===== src/rtl/step_seq_decoder.sv =====
// Quadrature-style phase decoder: 2-flop sync, stability filter, step/err pulses, wrapping position.
// Latency: STABLE_CYC+2 clocks from phase change to registered pulse; no backpressure, pulses are fire-and-forget.
// Optional STEP_SEQ_DEC_ERR_CNT_EN adds a saturating 8-bit o_err_cnt cleared by i_pos_clr.
module step_seq_decoder #(
    parameter int STABLE_CYC = 1000,
    parameter int POS_W      = 8
) (
    input  logic             i_clk,
    input  logic             i_rst,
    input  logic [1:0]       i_phase,
    input  logic             i_pos_clr,
    output logic             o_step_fwd,
    output logic             o_step_rev,
    output logic             o_err,
    output logic             o_dir,
    output logic             o_locked,
    output logic [POS_W-1:0] o_pos
`ifdef STEP_SEQ_DEC_ERR_CNT_EN
    ,
    output logic [7:0]       o_err_cnt
`endif
);

    localparam int CNT_W = (STABLE_CYC > 2) ? $clog2(STABLE_CYC) : 1;
    localparam logic [CNT_W-1:0] CNT_MAX = CNT_W'(STABLE_CYC - 1);
    localparam logic [CNT_W-1:0] CNT_ACC = CNT_W'(STABLE_CYC - 2);

    // Encoding equals the phase value, so forward is -1 and reverse is +1 mod 4.
    typedef enum logic [1:0] {
        S0 = 2'b11,
        S1 = 2'b10,
        S2 = 2'b01,
        S3 = 2'b00
    } state_t;

    logic [1:0]       r_sync1, r_sync2, r_cand;
    logic [CNT_W-1:0] r_cnt;
    state_t           r_cur;
    logic             r_locked, r_dir;
    logic [POS_W-1:0] r_pos;
    logic             r_step_fwd, r_step_rev, r_err;

    logic [1:0]       w_cand_nxt;
    logic [CNT_W-1:0] w_cnt_nxt;
    state_t           w_cur_nxt;
    logic             w_locked_nxt, w_dir_nxt;
    logic [POS_W-1:0] w_pos_nxt;
    logic             w_fwd_nxt, w_rev_nxt, w_err_nxt;
    logic             w_accept;
    logic [1:0]       w_fwd_succ, w_rev_succ;

    // Acceptance coincides with cnt reaching its saturation value, so it fires once per run.
    assign w_accept   = (r_sync2 == r_cand) && (r_cnt == CNT_ACC);
    assign w_fwd_succ = r_cur - 2'd1;
    assign w_rev_succ = r_cur + 2'd1;

    always_comb begin
        w_cand_nxt   = r_cand;
        w_cnt_nxt    = r_cnt;
        w_cur_nxt    = r_cur;
        w_locked_nxt = r_locked;
        w_dir_nxt    = r_dir;
        w_pos_nxt    = r_pos;
        w_fwd_nxt    = 1'b0;
        w_rev_nxt    = 1'b0;
        w_err_nxt    = 1'b0;

        if (r_sync2 != r_cand) begin
            w_cand_nxt = r_sync2;
            w_cnt_nxt  = '0;
        end else if (r_cnt != CNT_MAX) begin
            w_cnt_nxt = r_cnt + CNT_W'(1);
        end

        if (w_accept) begin
            if (!r_locked) begin
                w_cur_nxt    = state_t'(r_sync2);
                w_locked_nxt = 1'b1;
            end else if (r_sync2 == w_fwd_succ) begin
                w_cur_nxt = state_t'(r_sync2);
                w_fwd_nxt = 1'b1;
                w_dir_nxt = 1'b1;
                w_pos_nxt = r_pos + POS_W'(1);
            end else if (r_sync2 == w_rev_succ) begin
                w_cur_nxt = state_t'(r_sync2);
                w_rev_nxt = 1'b1;
                w_dir_nxt = 1'b0;
                w_pos_nxt = r_pos - POS_W'(1);
            end else if (r_sync2 != r_cur) begin
                w_cur_nxt = state_t'(r_sync2);
                w_err_nxt = 1'b1;
            end
        end

        if (i_pos_clr) begin
            w_pos_nxt = '0;
        end
    end

    always_ff @(posedge i_clk or negedge i_rst) begin
        if (!i_rst) begin
            r_sync1    <= 2'b11;
            r_sync2    <= 2'b11;
            r_cand     <= 2'b11;
            r_cnt      <= '0;
            r_cur      <= S0;
            r_locked   <= 1'b0;
            r_dir      <= 1'b0;
            r_pos      <= '0;
            r_step_fwd <= 1'b0;
            r_step_rev <= 1'b0;
            r_err      <= 1'b0;
        end else begin
            r_sync1    <= i_phase;
            r_sync2    <= r_sync1;
            r_cand     <= w_cand_nxt;
            r_cnt      <= w_cnt_nxt;
            r_cur      <= w_cur_nxt;
            r_locked   <= w_locked_nxt;
            r_dir      <= w_dir_nxt;
            r_pos      <= w_pos_nxt;
            r_step_fwd <= w_fwd_nxt;
            r_step_rev <= w_rev_nxt;
            r_err      <= w_err_nxt;
        end
    end

`ifdef STEP_SEQ_DEC_ERR_CNT_EN
    logic [7:0] r_err_cnt;

    always_ff @(posedge i_clk or negedge i_rst) begin
        if (!i_rst) begin
            r_err_cnt <= 8'd0;
        end else if (i_pos_clr) begin
            r_err_cnt <= 8'd0;
        end else if (w_err_nxt && (r_err_cnt != 8'hFF)) begin
            r_err_cnt <= r_err_cnt + 8'd1;
        end
    end

    assign o_err_cnt = r_err_cnt;
`endif

    assign o_step_fwd = r_step_fwd;
    assign o_step_rev = r_step_rev;
    assign o_err      = r_err;
    assign o_dir      = r_dir;
    assign o_locked   = r_locked;
    assign o_pos      = r_pos;

endmodule


===== config.mk =====
export PLATFORM = sky130hd
export DESIGN_NAME = step_seq_decoder
export DESIGN_NICKNAME = d
export VERILOG_FILES = /design/src/rtl/step_seq_decoder.sv
export SDC_FILE = /design/constraint.sdc
export NUM_CORES = 1
export LEC_CHECK = 0
export CAP_MARGIN = 20
export CORE_ASPECT_RATIO = 1.4
export CORE_MARGIN = 1
export CORE_UTILIZATION = 40
export DETAILED_ROUTE_END_ITERATION = 10
export DONT_BUFFER_PORTS = 1
export PLACE_DENSITY = 0.61
export REMOVE_ABC_BUFFERS = 1
export SLEW_MARGIN = 0
export SYNTH_ARGS = -nofsm -noshare
export SYNTH_HDL_FRONTEND = slang
export SYNTH_SLANG_ARGS = --single-unit

===== constraint.sdc =====
create_clock -name i_clk -period 3.8 [get_ports i_clk]
set_input_delay 0.19 -clock i_clk [delete_from_list [all_inputs] [get_ports i_clk]]
set_output_delay 0.19 -clock i_clk [all_outputs]
set_load 0.01 [all_outputs]

==> summary.txt <==
Status: complete, no violations
Die ar.: 4270 µm²
Cell area after layout: 1780 µm²
Post-DP Area: 1640 µm²
Worst Tran Pin Value: 0.454 ns
Final hold viol count: 0
CP dominant cell by count: a21oi_1
WP data required: 4.01 ns
Total negative slack: 0 ns
Clock power share: 39.1%
Async SR Flop Fraction: 100%
Critical path class: reg2reg
M1 wire length: 1260 µm
Setup crit start kind: register
HP Class: in2reg
# rows: 26
Slew headroom: 69.7%
Leakage power: 0.787 nW
Max Buffers Root-to-Sink: 2
Final setup fails: 0
RSZ-0062 raised after global routing: no
Cells after Synth: 154
Sequential fraction of the synthesis area: 48.9%
Seq pwr share: 54.7%
PortBufs: 0
Final period utilization: 76.7%
Worst Clk Skew: 0.00570 ns
Drt drc: 0
Vias in the first global route: 1112
Sw Pwr: 0.146 mW
Max-cap violations: 0
Worst Setup End Kind: register
Critical Path AT: 3.12 ns
Post-synth EDFFs: 0
HPWL Detailed: 1880 µm
Die W: 55.5 µm
Post-DRT Antenna Nets: 0
Io pins: 18
Largest cells by area after synthesis: dfrtp_1 36%, dfstp_2 13%, ha_1 6.2%, xnor2_1 5.5%, nor2_1 3.7%
Initial Utilization: 42.9%
GRT Util Overall: 14.9%
Share of power burned in combinational logic: 6.2%
Routed wl met3: 118 µm
Top sig layer: met4
Pint: 0.482 mW
TritonCTS Sinks: 31
Synth cell types: 41
Initial antenna violation count: 0
Syn Area/Cell: 10.4 µm²
Worst path cell trace: xor2_1 > mux2_2 > ha_1 > a21oi_1 > a211oi_1 > nor3_1 > or4_1 > a21oi_1
Final slew viol count: 0
First-pass GRT wire length: 4960 µm
Clk_lat worst skew: 0.28 ns
Core Area: 3740 µm²
Via Count: 1107
Critical-path top delay cell: dfstp_2
Syn. warnings: 0
Worst Path Max Fanout: 9
Fmax: 343 MHz
Fin nets: 175
Top cell type's share of synthesized area: 35.9%
Cell Area, Synth: 1610 µm²
Switch share: 23.2%
WL/cell: 13.3 µm
CTS tree: yes
Ys flop type: dfrtp_1
Chip height: 77.0 µm
Largest net degree at the start of global routing: 32
Clock Root Buffer: clkbuf_8
Num CTS Buffers: 5
Area leader, netlist: dfrtp_1
Peak supply drop: 0.000268 V
PD cells: 353 nW/µm²
Synthesis-to-layout area growth: 10.8%
Routability cong.: 0.807
Worst path max stage delay: 0.56 ns
Detailed Route Iter0 Violations: 19
Layout cell share with drive strength beyond 1: 15.4%
Met2 WL: 1290 µm
First-pass DRT Iterations: 6
Fin crit period: 2.91 ns
Yosys reg bits: 31
CTS clk-pin slew, worst paths: 0.07 ns
Grt ovf: 0
DRT Wirelength: 2720 µm
Most frequent cells in the layout: 23 x dfrtp_1, 16 x nor2_1, 10 x xnor2_1, 10 x nand2_1
ANT cells: 0
Avg Vias per Cell: 5.43
H-tree depth: 2
Commonest non-fill, non-tap cell in the layout: dfrtp_1
[cell families after synthesis]
logic type | Yosys count | share of synthesized area (%)
AOI/OAI and AO/OA | 24 | 9.74
xor gates and xnor gates | 16 | 8.73
adders and majority gates | 9 | 7.48
buffers and inverters | 13 | 3.12
DFF | 31 | 48.9
muxes | 5 | 3.35
and+or+nand+nor | 56 | 18.6
[final timing paths]
| check | startpoint | depth (start not counted) | end | slack (ns) |
|---|---|---|---|---|
| max | r_sync2[1] | 8 | o_pos[7] | 0.89 |
| min | i_pos_clr | 3 | o_pos[5] | 0.11 |
| max reg2reg | r_sync2[1] | 8 | o_pos[7] | 0.89 |
| min reg2reg | r_sync1[1] | 0 | r_sync2[1] | 0.36 |
| max in group asynchronous | i_rst | 2 | r_cur[1] | 3.20 |
| min in group asynchronous | i_rst | 2 | o_pos[3] | 0.37 |
[power by group through the flow]
stage / Clock, mW / Sequential, mW / Combinational (mW)
2_1_floorplan: 0 / 0.348 / 0.0217
3_3_place_gp: 0 / 0.349 / 0.0255
3_5_place_dp: 0 / 0.349 / 0.0262
4_1_cts: 0.257 / 0.343 / 0.0398
5_1_grt: 0.272 / 0.344 / 0.0450
6_report: 0.245 / 0.343 / 0.0390
[through the flow]
step	instances	total power [mW]	hold slack, ns	setup slack [ns]	utilization, %
after global routing	204	0.661	0.143	0.669	47.6
final	204	0.627	0.105	0.887	47.6
after floorplan	149	0.370	-0.106	1.10	-
after global placement	191	0.374	-0.105	0.978	43.8
after detailed placement	191	0.375	-0.105	0.905	43.8
after CTS	204	0.640	0.0961	0.883	47.6
[area by class of cell]
type | count | area, µm²
well taps | 42 | 52.6
multi-input cells | 110 | 769
clock buffers | 7 | 76.3
flip-flops and latches | 31 | 786
repair buffers | 5 | 60.1
inverters | 8 | 30.0
clock inverters | 1 | 5.00
fillers | 349 | 1960
[registers in the layout, indices dropped and copies added (netlist names)]
register	count
o_step_rev	1
r_sync1	2
r_cnt	10
r_cur	2
o_locked	1
o_pos	8
r_cand	2
r_sync2	2
o_step_fwd	1
o_dir	1
o_err	1
[worst max-delay path, delay by kind of cell, from the launching register on]
kind,cells,cell delay [ns]
compound gates,3,0.59
xor+xnor,1,0.27
fa+ha+maj,1,0.36
flops,1,0.56
mux,1,0.47
simple gates,2,0.58
[what timing repair did]
item	CTS	global route
endpoints found under the hold margin	40	0
hold buffers	5	0
buffers inserted	0	0
setup endpoints to repair	0	0
resized for setup	0	0
[cell usage after synthesis, types with 2 or more instances]
cell,instances
dfrtp_1,23
nor2_1,16
nand2_1,10
xnor2_1,10
dfstp_2,8
ha_1,8
inv_1,8
nand3_1,8
a21oi_1,7
xor2_1,6
o21ai_0,5
nand4_1,4
clkbuf_1,3
mux2_2,3
nand2b_1,3
a211oi_1,2
a21o_1,2
mux2i_1,2
o21a_1,2
o31ai_1,2
or3_2,2
[layer usage]
metal | GRT usage (%) | vias up
met2 | 23.1 | 20
met1 | 18.6 | 533
met3 | 5.56 | 5
li1 | - | 549
met4 | 6.25 | 0
met5 | 0 | -
Power figures use the tool's default switching activity.
